--- src/rtl/alu_pkg.sv ---
`default_nettype none
// ============================================================================
// Package : alu_pkg
// Brief   : ALU function codes, illegal-result constant, legal-code check.
// Rev     : 1.0
// ============================================================================
package alu_pkg;

  localparam logic [3:0] ALU_ADD  = 4'b0000;
  localparam logic [3:0] ALU_SUB  = 4'b1000;
  localparam logic [3:0] ALU_SLL  = 4'b0001;
  localparam logic [3:0] ALU_SLT  = 4'b0010;
  localparam logic [3:0] ALU_SLTU = 4'b0011;
  localparam logic [3:0] ALU_XOR  = 4'b0100;
  localparam logic [3:0] ALU_SRL  = 4'b0101;
  localparam logic [3:0] ALU_SRA  = 4'b1101;
  localparam logic [3:0] ALU_OR   = 4'b0110;
  localparam logic [3:0] ALU_AND  = 4'b0111;
  localparam logic [3:0] ALU_LUI  = 4'b1001;

  localparam logic [31:0] ALU_ILLEGAL_RESULT = 32'hDEADBEEF;

  function automatic logic alu_fun_legal(input logic [3:0] fun);
    logic ok;
    case (fun)
      ALU_ADD, ALU_SUB, ALU_SLL, ALU_SLT, ALU_SLTU, ALU_XOR,
      ALU_SRL, ALU_SRA, ALU_OR, ALU_AND, ALU_LUI: ok = 1'b1;
      default:                                    ok = 1'b0;
    endcase
    return ok;
  endfunction

endpackage
`default_nettype wire

--- src/rtl/alu_arbiter_if.sv ---
`default_nettype none
// ============================================================================
// Interface : alu_arbiter_if
// Brief     : One requester channel: request handshake plus response slot.
// Rev       : 1.0
// ============================================================================
interface alu_arbiter_if #(
  parameter int WIDTH = 32
);
  logic             req_valid;
  logic             req_ready;
  logic [WIDTH-1:0] req_srcA;
  logic [WIDTH-1:0] req_srcB;
  logic [3:0]       req_fun;
  logic             rsp_valid;
  logic             rsp_ready;
  logic [WIDTH-1:0] rsp_result;
  logic             rsp_err;

  modport master (
    output req_valid, req_srcA, req_srcB, req_fun, rsp_ready,
    input  req_ready, rsp_valid, rsp_result, rsp_err
  );

  modport slave (
    input  req_valid, req_srcA, req_srcB, req_fun, rsp_ready,
    output req_ready, rsp_valid, rsp_result, rsp_err
  );
endinterface
`default_nettype wire

--- src/rtl/alu_rr_arb2.sv ---
`default_nettype none
// ============================================================================
// Module : alu_rr_arb2
// Brief  : Two-way round-robin grant; a tie goes to the requester not granted last.
// Rev    : 1.0
// ============================================================================
module alu_rr_arb2 (
  input  logic clk,
  input  logic rst,
  input  logic elig0,
  input  logic elig1,
  output logic grant0,
  output logic grant1
);
  // r_last_grant = 1 means requester 1 was granted most recently
  logic r_last_grant;

  assign grant0 = elig0 && (!elig1 || r_last_grant);
  assign grant1 = elig1 && (!elig0 || !r_last_grant);

  always_ff @(posedge clk or posedge rst) begin
    if (rst) begin
      r_last_grant <= 1'b1;
    end else if (grant0) begin
      r_last_grant <= 1'b0;
    end else if (grant1) begin
      r_last_grant <= 1'b1;
    end
  end
endmodule
`default_nettype wire

--- src/rtl/alu_arbiter.sv ---
`default_nettype none
// ============================================================================
// Module : alu_arbiter
// Brief  : Shares one combinational ALU between two requesters with response slots.
//          Optional macro ALU_ARB_ILLEGAL_CHK_EN enables illegal fun-code flagging.
// Rev    : 1.0
// ============================================================================
module alu_arbiter
  import alu_pkg::*;
#(
  parameter int WIDTH = 32
) (
  input  logic             clk,
  input  logic             rst,
  alu_arbiter_if.slave     ch0,
  alu_arbiter_if.slave     ch1,
  output logic [WIDTH-1:0] alu_srcA,
  output logic [WIDTH-1:0] alu_srcB,
  output logic [3:0]       alu_fun,
  input  logic [WIDTH-1:0] alu_result
);
  logic             w_elig0, w_elig1;
  logic             w_grant0, w_grant1;
  logic             w_illegal;
  logic             r_rsp0_valid, r_rsp1_valid;
  logic [WIDTH-1:0] r_rsp0_result, r_rsp1_result;
  logic             r_rsp0_err, r_rsp1_err;

  // A slot draining this cycle can accept a new result on the same edge
  assign w_elig0 = ch0.req_valid && (!r_rsp0_valid || ch0.rsp_ready);
  assign w_elig1 = ch1.req_valid && (!r_rsp1_valid || ch1.rsp_ready);

  alu_rr_arb2 u_arb (
    .clk    (clk),
    .rst    (rst),
    .elig0  (w_elig0),
    .elig1  (w_elig1),
    .grant0 (w_grant0),
    .grant1 (w_grant1)
  );

  assign ch0.req_ready  = w_grant0;
  assign ch1.req_ready  = w_grant1;
  assign ch0.rsp_valid  = r_rsp0_valid;
  assign ch1.rsp_valid  = r_rsp1_valid;
  assign ch0.rsp_result = r_rsp0_result;
  assign ch1.rsp_result = r_rsp1_result;
  assign ch0.rsp_err    = r_rsp0_err;
  assign ch1.rsp_err    = r_rsp1_err;

  always_comb begin
    alu_srcA = '0;
    alu_srcB = '0;
    alu_fun  = ALU_ADD;
    if (w_grant0) begin
      alu_srcA = ch0.req_srcA;
      alu_srcB = ch0.req_srcB;
      alu_fun  = ch0.req_fun;
    end else if (w_grant1) begin
      alu_srcA = ch1.req_srcA;
      alu_srcB = ch1.req_srcB;
      alu_fun  = ch1.req_fun;
    end
  end

`ifdef ALU_ARB_ILLEGAL_CHK_EN
  assign w_illegal = !alu_fun_legal(alu_fun);
`else
  assign w_illegal = 1'b0;
`endif

  always_ff @(posedge clk or posedge rst) begin
    if (rst) begin
      r_rsp0_valid  <= 1'b0;
      r_rsp0_result <= '0;
      r_rsp0_err    <= 1'b0;
    end else if (w_grant0) begin
      r_rsp0_valid  <= 1'b1;
      r_rsp0_result <= alu_result;
      r_rsp0_err    <= w_illegal;
    end else if (ch0.rsp_ready) begin
      r_rsp0_valid  <= 1'b0;
    end
  end

  always_ff @(posedge clk or posedge rst) begin
    if (rst) begin
      r_rsp1_valid  <= 1'b0;
      r_rsp1_result <= '0;
      r_rsp1_err    <= 1'b0;
    end else if (w_grant1) begin
      r_rsp1_valid  <= 1'b1;
      r_rsp1_result <= alu_result;
      r_rsp1_err    <= w_illegal;
    end else if (ch1.rsp_ready) begin
      r_rsp1_valid  <= 1'b0;
    end
  end
endmodule
`default_nettype wire

--- src/flat_wrapper.sv ---
// flat-port wrapper written by rule: the top's interface ports become plain ports
module alu_arbiter_flat import alu_pkg::*;
#(
  parameter int WIDTH = 32
)
  (clk, rst, alu_srcA, alu_srcB, alu_fun, alu_result, ch0_req_valid, ch0_req_srcA, ch0_req_srcB, ch0_req_fun, ch0_rsp_ready, ch0_req_ready, ch0_rsp_valid, ch0_rsp_result, ch0_rsp_err, ch1_req_valid, ch1_req_srcA, ch1_req_srcB, ch1_req_fun, ch1_rsp_ready, ch1_req_ready, ch1_rsp_valid, ch1_rsp_result, ch1_rsp_err);
  alu_arbiter_if #(.WIDTH(WIDTH)) ch0_i ();
  alu_arbiter_if #(.WIDTH(WIDTH)) ch1_i ();
  input  logic clk;
  input  logic rst;
  output logic [WIDTH-1:0] alu_srcA;
  output logic [WIDTH-1:0] alu_srcB;
  output logic [3:0] alu_fun;
  input  logic [WIDTH-1:0] alu_result;
  input wire logic [$bits(ch0_i.req_valid)-1:0] ch0_req_valid;
  input wire logic [$bits(ch0_i.req_srcA)-1:0] ch0_req_srcA;
  input wire logic [$bits(ch0_i.req_srcB)-1:0] ch0_req_srcB;
  input wire logic [$bits(ch0_i.req_fun)-1:0] ch0_req_fun;
  input wire logic [$bits(ch0_i.rsp_ready)-1:0] ch0_rsp_ready;
  output wire logic [$bits(ch0_i.req_ready)-1:0] ch0_req_ready;
  output wire logic [$bits(ch0_i.rsp_valid)-1:0] ch0_rsp_valid;
  output wire logic [$bits(ch0_i.rsp_result)-1:0] ch0_rsp_result;
  output wire logic [$bits(ch0_i.rsp_err)-1:0] ch0_rsp_err;
  input wire logic [$bits(ch1_i.req_valid)-1:0] ch1_req_valid;
  input wire logic [$bits(ch1_i.req_srcA)-1:0] ch1_req_srcA;
  input wire logic [$bits(ch1_i.req_srcB)-1:0] ch1_req_srcB;
  input wire logic [$bits(ch1_i.req_fun)-1:0] ch1_req_fun;
  input wire logic [$bits(ch1_i.rsp_ready)-1:0] ch1_rsp_ready;
  output wire logic [$bits(ch1_i.req_ready)-1:0] ch1_req_ready;
  output wire logic [$bits(ch1_i.rsp_valid)-1:0] ch1_rsp_valid;
  output wire logic [$bits(ch1_i.rsp_result)-1:0] ch1_rsp_result;
  output wire logic [$bits(ch1_i.rsp_err)-1:0] ch1_rsp_err;
  assign ch0_i.req_valid = ch0_req_valid;
  assign ch0_i.req_srcA = ch0_req_srcA;
  assign ch0_i.req_srcB = ch0_req_srcB;
  assign ch0_i.req_fun = ch0_req_fun;
  assign ch0_i.rsp_ready = ch0_rsp_ready;
  assign ch0_req_ready = ch0_i.req_ready;
  assign ch0_rsp_valid = ch0_i.rsp_valid;
  assign ch0_rsp_result = ch0_i.rsp_result;
  assign ch0_rsp_err = ch0_i.rsp_err;
  assign ch1_i.req_valid = ch1_req_valid;
  assign ch1_i.req_srcA = ch1_req_srcA;
  assign ch1_i.req_srcB = ch1_req_srcB;
  assign ch1_i.req_fun = ch1_req_fun;
  assign ch1_i.rsp_ready = ch1_rsp_ready;
  assign ch1_req_ready = ch1_i.req_ready;
  assign ch1_rsp_valid = ch1_i.rsp_valid;
  assign ch1_rsp_result = ch1_i.rsp_result;
  assign ch1_rsp_err = ch1_i.rsp_err;
  alu_arbiter #(.WIDTH(WIDTH)) u_core (.clk(clk), .rst(rst), .ch0(ch0_i), .ch1(ch1_i), .alu_srcA(alu_srcA), .alu_srcB(alu_srcB), .alu_fun(alu_fun), .alu_result(alu_result));
endmodule
--- config.mk ---
export PLATFORM = sky130hd
export DESIGN_NAME = alu_arbiter_flat
export DESIGN_NICKNAME = d
export VERILOG_FILES = /design/src/rtl/alu_pkg.sv /design/src/rtl/alu_arbiter_if.sv /design/src/rtl/alu_rr_arb2.sv /design/src/rtl/alu_arbiter.sv /design/src/flat_wrapper.sv
export SDC_FILE = /design/constraint.sdc
export NUM_CORES = 1
export LEC_CHECK = 0
export CORE_AREA = 5 5 117 119
export DETAILED_ROUTE_END_ITERATION = 10
export DIE_AREA = 0 0 122 124
export GPL_TIMING_DRIVEN = 1
export PLACE_DENSITY_LB_ADDON = 0.15
export SLEW_MARGIN = 30
export SYNTH_ARGS = -nofsm -noshare
export SYNTH_HDL_FRONTEND = slang
export SYNTH_SLANG_ARGS = --single-unit
--- constraint.sdc ---
create_clock -name clk -period 2.4 [get_ports clk]
set_clock_uncertainty 0.1 [all_clocks]
set_input_delay 0.24 -clock clk [delete_from_list [all_inputs] [get_ports clk]]
set_output_delay 0.24 -clock clk [all_outputs]
set_load 0.02 [all_outputs]
# Word-level counts from Yosys, hierarchy flattened
# Index checks and enable logic that the tools add are counted.
# classes
muxes	12
reduce_logical	16
# ops
cell	count
2-to-1 mux 32 bit	4
2-to-1 mux 4 bit	2
2-to-1 mux 1 bit	6
nonzero test 2 bit	3
zero test 1 bit	5
logical AND 1 bit	4
logical OR 1 bit	4
# word_totals
register_bits	67
inputBits	174
out_inout_bits	138

# Longest topological paths before layout
# depth
word_depth	8
ltp_mapped	5
depth_no_buf	3

# Hierarchy
# Synthesis repeated with hierarchy kept, for this count alone.
# hier_totals
hier_cells	239
area_unflattened_um2	3250.6
# by_module_without_submodules
module	n_inst	cells_each	area_per_inst_um2	seq_area_each_um2
alu_arbiter	1	232	3193.1	1651.6
alu_rr_arb2	1	7	57.6	26.3

# Least setup slack after synthesis
# OpenSTA, ideal clock, no wires.
# synth_path
path_kind	register to output
from	register u_core.r_rsp1_valid (netlist: u_core.ch1.rsp_valid)
to	output alu_srcA[23]
t_arrival_ps	1572
required_time_ps	2060
path_slack_ps	488
stages_incl_launch_ff	6
n_path_buf	2
cell_sequence	dfrtp_1 -> nor2b_4 -> o311a_1 -> buf_2 -> buf_2 -> a22o_1
# synth_between
elab_chain_len	7
# synth_lines
item	line_no	text
start, declared	alu_arbiter.sv:25	logic r_rsp0_valid, r_rsp1_valid;
start signal, assigned	alu_arbiter.sv:88	r_rsp1_valid <= 1'b0;
start signal, assigned	alu_arbiter.sv:92	r_rsp1_valid <= 1'b1;
start signal, assigned	alu_arbiter.sv:96	r_rsp1_valid <= 1'b0;
zero test 1 bit	alu_arbiter.sv:31	assign w_elig1 = ch1.req_valid && (!r_rsp1_valid || ch1.rsp_ready);
logical OR 1 bit	alu_arbiter.sv:31	
logical AND 1 bit	alu_arbiter.sv:31	
zero test 1 bit	alu_rr_arb2.sv:18	assign grant0 = elig0 && (!elig1 || r_last_grant);
logical OR 1 bit	alu_rr_arb2.sv:18	
logical AND 1 bit	alu_rr_arb2.sv:18	
named net ch0_req_ready	flat_wrapper.sv:20	output wire logic [$bits(ch0_i.req_ready)-1:0] ch0_req_ready;
2-to-1 mux 32 bit	alu_arbiter.sv:55	if (w_grant0) begin
end, declared	flat_wrapper.sv:11	output logic [WIDTH-1:0] alu_srcA;
# The timed path passes the listed nets, and every way through them passes these cells.

# Worst setup path in the final report
# layout_path
from	input ch1_req_valid
to	output alu_srcB[31]
# layout_between
elab_chain_len	5
# layout_lines
item	line_no	text
start, declared	flat_wrapper.sv:24	input wire logic [$bits(ch1_i.req_valid)-1:0] ch1_req_valid;
logical AND 1 bit *	alu_arbiter.sv:31	
zero test 1 bit	alu_rr_arb2.sv:18	
logical OR 1 bit	alu_rr_arb2.sv:18	
logical AND 1 bit	alu_rr_arb2.sv:18	
2-to-1 mux 32 bit *	alu_arbiter.sv:55	
end, declared	flat_wrapper.sv:12	output logic [WIDTH-1:0] alu_srcB;
# Mark *: on every way between the ends. The rest lies on a longest branch, timed or not.

==> impl_metrics.py <==
metrics = {
    "floorplanning": {
        "io_pins": 312,
        "die-area_mm2": 0.0151,
        "core_area_mm2": 0.0125,
        "rows": 41,
        "initial_core_util_pct": 26.2,
        "fp.dieW_um": 122,
        "fp.dieH_um": 124,
    },
    "drt": {
        "drtIter0Drc": 87,
        "final_antenna_net_count": 0,
        "routed_wl_um": 15700,
        "wl_met2_um": 8090,
        "vias_per_cell": 4.60,
        "vias": 3366,
        "wl_met3_um": 1610,
        "wl_met1_um": 5380,
        "highest-signal-layer": "met5",
        "firstDrtPassIters": 7,
        "remaining_drc_errors": 0,
        "wl_per_cell_um": 21.4,
    },
    "global_routing": {
        "grt_max_degree": 68,
        "grt_pass1_vias": 3633,
        "grt_usage_pct": 19.1,
        "antenna_found_initial": 4,
        "grt_pass1_wl_um": 21600,
        "grt_overflow": 0,
    },
    "layout": {
        "utilization_pct": 55.1,
        "final_cells": 732,
        "drive_gt1_share_pct": 25.1,
        "n_fill_cell": 1120,
        "multi_input_area_mm2": 0.00147,
        "fin_nets": 727,
        "area_delta_synth_final_pct": 110,
        "regArea_mm2": 0.00168,
        "postLayoutCellArea_mm2": 0.00687,
    },
    "pwr": {
        "leakage_nw": 2.94,
        "power.total_mw": 5.53,
        "ir_worst_vdd_v": 0.000565,
        "p_per_area_mw_per_mm2": 805,
    },
    "clocking": {
        "clk_latency_ns": 0.32,
        "clkSinkCount": 67,
        "cts_tree": "built",
        "path_clk_slew_ns": 0.05,
        "cts_made_buffers": 9,
        "htreeDepth": 3,
        "max-clock-path-buffers": 2,
        "cts_root_buf": "clkbuf_16",
    },
    "logic_synthesis": {
        "syn_avg_cell_area_um2": 13.9,
        "yosys_register_bits": 67,
        "synth_area_leaders": "dfrtp_1 51%, a22o_1 18%, mux2_2 15%",
        "synthCells": 235,
        "synth_top_area_share_pct": 50.5,
        "yosysTopAreaCell": "dfrtp_1",
        "netlist_area_mm2": 0.00327,
        "yosysUniqueCellTypes": 19,
        "yosysSeqAreaShare_pct": 51.3,
        "ys_warn_count": 0,
    },
    "timing": {
        "finalCriticalPeriod_ns": 2.32,
        "finalHoldViolations": 0,
        "fmax_ghz": 0.432,
        "setup_ws_ns": 0.0847,
        "finalSetupViolations": 0,
        "final_max_slew_viol_count": 0,
        "whs_ns": 0.205,
        "rsz0062_at_grt": "true",
        "post-route-period-util_pct": 96.5,
        "setup_tns_ns": 0,
    },
    "worst_setup_path": {
        "worstPathArrival_ns": 1.98,
        "required_ns": 2.06,
        "path_class": "in2out",
        "cp_max_fo": 16,
        "worstSetupStartpointType": "input port",
        "endpoint_kind": "output port",
    },
    "run": {
        "drv_cap": 0,
    },
    "place": {
        "dpl.hpwl_um": 12300,
        "placed_cell_area_mm2": 0.00662,
        "io_buffers": 309,
        "dp.cells": 709,
        "post-place-ws_ns": -0.319,
        "gp_congestion": 0.835,
    },
    "run_status": {
        "status": "completed",
    },
    "worst_hold_path": {
        "hold_path_class": "in2async",
    },
}
-- flip-flops by register name (all words and copies together), names as in the netlist --
register and count:
u_core.ch0.rsp_valid 1, u_core.ch1.rsp_result 32, u_core.ch1.rsp_valid 1, u_core.u_arb.r_last_grant 1
u_core.ch0.rsp_result 32
-- placed cells by master, fill, tap and decap left out, drive strengths merged, types with 3 or more instances in the layout --
master	count
dfrtp	66
mux2	64
clkbuf	50
clkdlybuf4s50	240
inv	3
clkdlybuf4s15	27
buf	20
dlygate4sd2	6
a22o	68
-- synthesized netlist by cell type (all sizes together) --
library cell	count
dfrtp	66
o21ba	1
conb	1
mux2	64
a31oi	1
a22o	68
nand2b	1
or2	1
a21o	1
inv	3
o311a	1
nor2b	1
a311oi	1
dfstp	1
buf	24
-- worst max-delay path, cell delays in order --
cell and delay [ns]:
clkdlybuf4s50_1 0.45, inv_1 0.09, o311a_4 0.43, buf_4 0.18
buf_6 0.18, a22o_1 0.24, buf_4 0.16
-- power by group --
| part | leakage, nW | switching [mW] | internal (mW) | total, mW |
|---|---|---|---|---|
| combinational | 2.02 | 1.25 | 1.41 | 2.66 |
| clock | 0.141 | 0.445 | 0.832 | 1.28 |
| sequential | 0.780 | 0.158 | 1.44 | 1.59 |
| total | 2.94 | 1.85 | 3.68 | 5.53 |
-- kinds of logic (layout without fill, tap and decap cells) --
kind of cell | count (synthesis) | after routing | synth area share (%)
AO/OA/AOI/OAI | 73 | 73 | 19.7
AND/OR/NAND/NOR | 3 | 3 | 1.03
buffers and inverters | 27 | 349 | 4.63
other | 1 | 4 | 0.115
multiplexers | 64 | 64 | 23.2
flip-flops | 67 | 67 | 51.3
-- final timing paths --
kind	startpoint	end	slack [ns]	cells after the start
worst max-delay path	ch1_req_valid	alu_srcB[31]	0.08	7
worst min-delay path	rst	u_core.ch1.rsp_result[19]$_DFFE_PP0P_	0.21	3
worst max register to register	u_core.ch1.rsp_valid$_DFFE_PP0P_	u_core.ch1.rsp_result[30]$_DFFE_PP0P_	0.47	6
worst min register to register	u_core.ch1.rsp_result[8]$_DFFE_PP0P_	u_core.ch1.rsp_result[8]$_DFFE_PP0P_	0.38	1
max in group asynchronous	rst	u_core.u_arb.r_last_grant$_DFFE_PP1P_	1.66	3
min in group clk	u_core.ch1.rsp_result[8]$_DFFE_PP0P_	u_core.ch1.rsp_result[8]$_DFFE_PP0P_	0.38	1
-- routing by layer --
metal | vias up | GRT usage (%)
met5 | - | 0
met4 | 6 | 9.03
met3 | 38 | 8.22
met2 | 183 | 33.5
met1 | 1599 | 19.7
li1 | 1540 | -
-- area by class of cell --
cell class | instances | area share (%)
tap | 172 | 3.13
clock inverter | 2 | 0.510
timing repair buffer | 330 | 46.6
antenna | 2 | 0.0729
sequential | 67 | 24.4
clock buffer | 14 | 3.70
multi-input combinational | 142 | 21.4
inverter | 3 | 0.164
-- timing repair --
action	4_1_cts	5_1_grt
endpoints found under the setup margin	68	63
pin swaps	1	0
buffers inserted	2	0
gates resized for setup	110	69
gates cloned	1	2
hold buffers	0	0
Note: power is estimated with default switching activity, not from simulation.
